### config.mk
export PLATFORM = sky130hd
export DESIGN_NAME = wash_cycle_controller
export DESIGN_NICKNAME = d
export VERILOG_FILES = /design/src/rtl/wash_pkg.sv /design/src/rtl/wash_cycle_controller_phase_timer.sv /design/src/rtl/wash_cycle_controller.sv
export SDC_FILE = /design/constraint.sdc
export NUM_CORES = 1
export LEC_CHECK = 0
export BUFFER_PORTS_ARGS = -buffer_cell sky130_fd_sc_hd__buf_2
export CAP_MARGIN = 20
export CORE_MARGIN = 2
export CORE_UTILIZATION = 60
export DETAILED_ROUTE_END_ITERATION = 12
export GPL_ROUTABILITY_DRIVEN = 0
export PLACE_DENSITY = 0.8
export SLEW_MARGIN = 0
export SYNTH_ARGS = -nofsm -noshare
export SYNTH_HDL_FRONTEND = slang
export SYNTH_SLANG_ARGS = --single-unit
### constraint.sdc
create_clock -name clk -period 8.4 [get_ports clk]
set_input_delay 1.26 -clock clk [delete_from_list [all_inputs] [get_ports clk]]
set_output_delay 1.26 -clock clk [all_outputs]
set_load 0.005 [all_outputs]
### src/rtl/wash_pkg.sv
// Shared state encodings, duration defaults and actuator decode for the wash controller.
package wash_pkg;

  localparam int unsigned CNT_W   = 32;
  localparam int unsigned STATE_W = 4;

  localparam int unsigned DEF_WASH_CYC  = 1000;
  localparam int unsigned DEF_RINSE_CYC = 600;
  localparam int unsigned DEF_SPIN_CYC  = 800;
  localparam int unsigned DEF_FILL_TMO  = 400;

  typedef enum logic [STATE_W-1:0] {
    ST_IDLE   = 4'd0,
    ST_FILL   = 4'd1,
    ST_WASH   = 4'd2,
    ST_DRAIN1 = 4'd3,
    ST_RFILL  = 4'd4,
    ST_RINSE  = 4'd5,
    ST_DRAIN2 = 4'd6,
    ST_SPIN   = 4'd7,
    ST_FAULT  = 4'd8
  } wash_state_e;

  typedef struct packed {
    logic water_valve;
    logic drain_pump;
    logic motor_on;
    logic motor_fast;
    logic door_lock;
  } act_t;

  // A zero duration still occupies the state for one cycle.
  function automatic logic [CNT_W-1:0] clamp_dur(input logic [CNT_W-1:0] d);
    return (d == '0) ? CNT_W'(1) : d;
  endfunction

  function automatic act_t decode_act(input wash_state_e s);
    act_t a;
    a = '0;
    case (s)
      ST_FILL, ST_RFILL: begin
        a.water_valve = 1'b1;
        a.door_lock   = 1'b1;
      end
      ST_WASH, ST_RINSE: begin
        a.motor_on  = 1'b1;
        a.door_lock = 1'b1;
      end
      ST_DRAIN1, ST_DRAIN2: begin
        a.drain_pump = 1'b1;
        a.door_lock  = 1'b1;
      end
      ST_SPIN: begin
        a.drain_pump = 1'b1;
        a.motor_on   = 1'b1;
        a.motor_fast = 1'b1;
        a.door_lock  = 1'b1;
      end
      default: a = '0;
    endcase
    return a;
  endfunction

endpackage

### src/rtl/wash_cycle_controller_phase_timer.sv
// Saturating 32-bit phase countdown; expire_c flags the last cycle of a loaded phase.
module phase_timer
  import wash_pkg::*;
(
  input  logic             clk,
  input  logic             reset,
  input  logic             load,
  input  logic [CNT_W-1:0] value,
  output logic             expire_c
);

  logic [CNT_W-1:0] cnt_q, cnt_d;

  // Reload wins; otherwise count down and hold at zero so it never wraps.
  always_comb begin
    cnt_d = cnt_q;
    if (load) begin
      cnt_d = value;
    end else if (cnt_q != '0) begin
      cnt_d = cnt_q - CNT_W'(1);
    end
  end

  always_ff @(posedge clk) begin
    if (reset) begin
      cnt_q <= '0;
    end else begin
      cnt_q <= cnt_d;
    end
  end

  assign expire_c = (cnt_q == CNT_W'(1));

endmodule

### src/rtl/wash_cycle_controller.sv
// Wash/rinse/spin sequencer with fill/drain timeouts, abort path and sticky fault.
module wash_cycle_controller
  import wash_pkg::*;
#(
  parameter int unsigned WASH_CYC  = DEF_WASH_CYC,
  parameter int unsigned RINSE_CYC = DEF_RINSE_CYC,
  parameter int unsigned SPIN_CYC  = DEF_SPIN_CYC,
  parameter int unsigned FILL_TMO  = DEF_FILL_TMO
) (
  input  logic               clk,
  input  logic               reset,
  input  logic               start,
  input  logic               cancel,
  input  logic               door_closed,
  input  logic               level_full,
  input  logic               level_empty,
  output logic               water_valve,
  output logic               drain_pump,
  output logic               motor_on,
  output logic               motor_fast,
  output logic               door_lock,
  output logic               done,
  output logic               fault,
  output logic [STATE_W-1:0] state
);

  wash_state_e      state_q, state_d;
  logic             abort_q, abort_d;
  act_t             act_q, act_d;
  logic             done_q, done_d;
  logic             fault_q, fault_d;
  logic             tmr_load;
  logic [CNT_W-1:0] tmr_value;
  logic             tmr_exp_c;

  phase_timer u_phase_timer (
    .clk      (clk),
    .reset    (reset),
    .load     (tmr_load),
    .value    (tmr_value),
    .expire_c (tmr_exp_c)
  );

  // Next state: door open beats cancel beats timeout beats normal progress.
  always_comb begin
    state_d = state_q;
    abort_d = abort_q;
    case (state_q)
      ST_IDLE: begin
        abort_d = 1'b0;
        if (start && door_closed) state_d = ST_FILL;
      end
      ST_FAULT: state_d = ST_FAULT;
      default: begin
        if (!door_closed) begin
          state_d = ST_FAULT;
        end else if (cancel) begin
          state_d = ST_DRAIN2;
          abort_d = 1'b1;
        end else begin
          case (state_q)
            ST_FILL: begin
              if (tmr_exp_c)       state_d = ST_FAULT;
              else if (level_full) state_d = ST_WASH;
            end
            ST_WASH: begin
              if (tmr_exp_c) state_d = ST_DRAIN1;
            end
            ST_DRAIN1: begin
              if (tmr_exp_c)        state_d = ST_FAULT;
              else if (level_empty) state_d = ST_RFILL;
            end
            ST_RFILL: begin
              if (tmr_exp_c)       state_d = ST_FAULT;
              else if (level_full) state_d = ST_RINSE;
            end
            ST_RINSE: begin
              if (tmr_exp_c) state_d = ST_DRAIN2;
            end
            ST_DRAIN2: begin
              if (tmr_exp_c)        state_d = ST_FAULT;
              else if (level_empty) state_d = abort_q ? ST_IDLE : ST_SPIN;
            end
            ST_SPIN: begin
              if (tmr_exp_c) state_d = ST_IDLE;
            end
            default: state_d = ST_FAULT;
          endcase
        end
      end
    endcase
  end

  // Phase length for the state being entered; reload only on an actual change.
  always_comb begin
    tmr_load  = (state_d != state_q);
    tmr_value = '0;
    case (state_d)
      ST_FILL, ST_RFILL, ST_DRAIN1, ST_DRAIN2: tmr_value = clamp_dur(CNT_W'(FILL_TMO));
      ST_WASH:  tmr_value = clamp_dur(CNT_W'(WASH_CYC));
      ST_RINSE: tmr_value = clamp_dur(CNT_W'(RINSE_CYC));
      ST_SPIN:  tmr_value = clamp_dur(CNT_W'(SPIN_CYC));
      default:  tmr_value = '0;
    endcase
  end

  always_comb begin
    act_d   = decode_act(state_d);
    done_d  = (state_q == ST_SPIN) && (state_d == ST_IDLE);
    fault_d = (state_d == ST_FAULT);
  end

  always_ff @(posedge clk) begin
    if (reset) begin
      state_q <= ST_IDLE;
      abort_q <= 1'b0;
      act_q   <= '0;
      done_q  <= 1'b0;
      fault_q <= 1'b0;
    end else begin
      state_q <= state_d;
      abort_q <= abort_d;
      act_q   <= act_d;
      done_q  <= done_d;
      fault_q <= fault_d;
    end
  end

  assign water_valve = act_q.water_valve;
  assign drain_pump  = act_q.drain_pump;
  assign motor_on    = act_q.motor_on;
  assign motor_fast  = act_q.motor_fast;
  assign door_lock   = act_q.door_lock;
  assign done        = done_q;
  assign fault       = fault_q;
  assign state       = state_q;

endmodule

==> impl_metrics.json <==
{
  "status": "finished clean",
  "fin_hold_ws_ns": 0.4779,
  "synthXorXnorAreaFrac_pct": 10.70,
  "ios": 18,
  "switching_share_pct": 45.69,
  "synthArstFlopShare_pct": 0,
  "ys_ff_latch": 44,
  "cp_max_fo": 25,
  "worst-r2r-setup-slack_ns": 5.16,
  "hold_class": "flop to flop",
  "wl_per_cell_um": 14.19,
  "cts.sinks": 44,
  "synthAdderAreaFrac_pct": 1.581,
  "grt_pass1_wl_um": 8307,
  "finalNetCount": 297,
  "post-cts-setup-buffers": 0,
  "vdd_ir_drop_max_mv": 0.2996,
  "r2r_start": "u_phase_timer.cnt_q[16]",
  "required_ns": 8.61,
  "vias_per_cell": 5.872,
  "fin_crit_ns": 3.451,
  "fill_cells": 335,
  "synth_area_um2": 2375,
  "fmax_ghz": 0.2898,
  "gr-total-overflow": 0,
  "numPortBuffers": 17,
  "fp-row-count": 22,
  "cp.depth": 8,
  "netlist_instances": 273,
  "synth_top_family_by_area": "simple AND/OR/NAND/NOR gates",
  "cts_hold_buffers": 0,
  "hold_end": "u_phase_timer.cnt_q[21]",
  "pwr-share-comb_pct": 57.2,
  "setup_viol": 0,
  "r2r-end": "u_phase_timer.cnt_q[1]",
  "worstMarginPinSlew_ns": 0.9504,
  "drt_iter0_drc": 140,
  "power.internal_mw": 0.6394,
  "start_util_pct": 63.44,
  "drive_gt1_share_pct": 13.19,
  "min_from": "u_phase_timer.cnt_q[21]",
  "area_growth_pct": 8.272,
  "final_cell_mix": "44 x dfxtp_1, 37 x nor2_1, 20 x nand2_1, 17 x buf_2, 16 x nor3_1",
  "drcViolationCount": 0,
  "critical-path-max-stage-delay_ns": 0.71,
  "grt_pass1_vias": 1862,
  "yosysWarnings": 0,
  "cp_slowest_cell": "a2111oi_0",
  "cts.clk_slew.worst_paths_ns": 0.08,
  "fin_crit_sh_pct": 41.08,
  "final_common_cell": "dfxtp_1",
  "die_h_um": 66.91,
  "clkPwrFrac_pct": 13.4,
  "ctsResizeCount": 0,
  "grt.total_usage_pct": 24.06,
  "worstHoldPathCells": 2,
  "crit_chain": "buf_2 -> nor4bb_1 -> nand2_1 -> a2111oi_0 -> mux2i_4 -> mux2_4 -> nand4_4 -> a211oi_1",
  "cts_max_path_buffers": 2,
  "p_per_area_nw_per_um2": 457.9,
  "cts_tree": "built",
  "antenna_found_initial": 0,
  "final_core_util_pct": 68.68,
  "place_area_um2": 2464,
  "clock_skew_ns": 0.007942,
  "dieWidth_um": 66.91,
  "total_power_mw": 1.177,
  "cp-start-kind": "input pin",
  "antenna_left": 0,
  "worst-setup-path-type": "input pin to flop",
  "critPathTopFamily": "compound AO/OA/AOI/OAI gates",
  "worstPathArrival_ns": 3.66,
  "cts_buffers": 5,
  "hold_viol": 0,
  "ff2ff_path_depth": 7,
  "p_switching_mw": 0.5379,
  "die_area_um2": 4477,
  "synth_compound_area_share_pct": 10.91,
  "cts.htree.levels": 2,
  "dr.pass1.iters": 4,
  "hpwlAfterDp_um": 3355,
  "p_seq_share_pct": 29.4,
  "vias": 1973,
  "wirelength_um": 4767,
  "tns_ns": 0,
  "syn-num-nets": 283,
  "synth_edf_count": 0,
  "yosys_most_used_dff": "dfxtp_1",
  "yosysUniqueCellTypes": 53,
  "grt_max_degree": 26,
  "core_um2": 3744,
  "p_leak_nw": 1.087,
  "ys_seq_area_share_pct": 37.09,
  "yosys.area_share.simple_pct": 31.40,
  "slew_violations": 0,
  "rsz0062_at_grt": "false",
  "synth.area.mux_share_pct": 4.531,
  "diodes": 0,
  "root_buffer": "clkbuf_8",
  "crit_buf_inv": 1,
  "postLayoutCellArea_um2": 2571,
  "syn_area_per_cell_um2": 8.699,
  "endpoint_kind": "flop",
  "clk_latency_ns": 0.30,
  "relSlewSlack_pct": 36.05,
  "drv_cap": 0
}
[metrics by stage]
step                instances  setup WS (ns)
floorplan                 273          5.051
global placement          328          4.736
detailed placement        328          4.693
CTS                       336          4.971
global route              336          4.659
finish                    336          4.949
[power by group through the flow]
stage / logic, mW / clock network [mW] / registers (mW)
6_report: 0.673 / 0.158 / 0.346
5_1_grt: 0.768 / 0.169 / 0.357
4_1_cts: 0.675 / 0.160 / 0.345
3_5_place_dp: 0.671 / 0 / 0.349
3_3_place_gp: 0.660 / 0 / 0.346
2_1_floorplan: 0.582 / 0 / 0.333
[final cells by class]
class	instances	area [um^2]	share of cell area, %
multi-input combinational	210	1404	54.60
sequential	44	880.8	34.26
timing repair buffer	17	85.08	3.309
clock buffer	6	72.57	2.822
tap	48	60.06	2.336
clock inverter	2	35.03	1.363
inverter	9	33.78	1.314
[synth_stat cells, drive strengths merged, types with 2 or more instances]
cell type	count	area [um^2]
mux2i	8	92.59
buf	3	30.03
or4	6	48.80
nor3	17	90.09
inv	9	33.78
xor2	15	131.4
a21oi	10	61.31
nor3b	4	30.03
nand3b	3	22.52
nand2b	2	12.51
or3	3	18.77
nor2	42	170.2
o31ai	2	15.01
and4	2	17.52
nand4	5	61.31
o211a	2	20.02
o22ai	2	12.51
o21ai	5	25.02
and3	2	12.51
nand3	8	40.04
ha	3	37.54
nand2	20	75.07
nor4b	2	32.53
dfxtp	44	880.8
xnor2	14	122.6
nor2b	4	25.02
clkbuf	7	26.28
a31oi	3	18.77
a21o	2	15.01
nor4	6	37.54
a211oi	3	22.52
a211o	2	17.52
[how the worst max path moves through the flow]
stage | slack, ns | to | start
6_report | 4.95 | u_phase_timer.cnt_q[1] | level_empty
5_1_grt | 4.66 | u_phase_timer.cnt_q[1] | level_empty
4_1_cts | 4.97 | u_phase_timer.cnt_q[1] | level_empty
3_5_place_dp | 4.69 | u_phase_timer.cnt_q[1] | level_empty
3_3_place_gp | 4.74 | u_phase_timer.cnt_q[1] | level_empty
2_1_floorplan | 5.05 | u_phase_timer.cnt_q[9] | level_empty
[sequential cells by signal, indices dropped and copies added (netlist names)]
register and cells:
u_phase_timer.cnt_q 32, state 4, abort_q 1, done 1, door_lock 1, drain_pump 1
fault 1, motor_fast 1, motor_on 1, water_valve 1
[cells by family (layout without fill, tap and decap cells)]
logic type / count (synthesis) / in the layout
AOI/OAI and AO/OA: 37 / 37
xor gates and xnor gates: 29 / 29
adders and majority gates: 3 / 3
buffers and inverters: 19 / 34
DFF: 44 / 44
muxes: 9 / 9
and+or+nand+nor: 132 / 132
[per-layer routing]
metal  routed length [um]  track usage [%]  share of wire [%]  vias to the layer above
met5                    0                0                  0                        -
met4                   80            8.929                1.7                        0
met3                  176            4.392                3.7                        9
met2                 2174            38.63                 46                       32
met1                 2336            32.02                 49                      940
li1                     -                -                  -                      992
[worst register-to-register path, delay by kind of cell, from the launching register on]
| family | cells | cell delay [ns] |
|---|---|---|
| DFF | 1 | 0.36 |
| and+or+nand+nor | 5 | 1.91 |
| AOI/OAI and AO/OA | 2 | 0.88 |
Note: power is estimated with default switching activity, not from simulation.
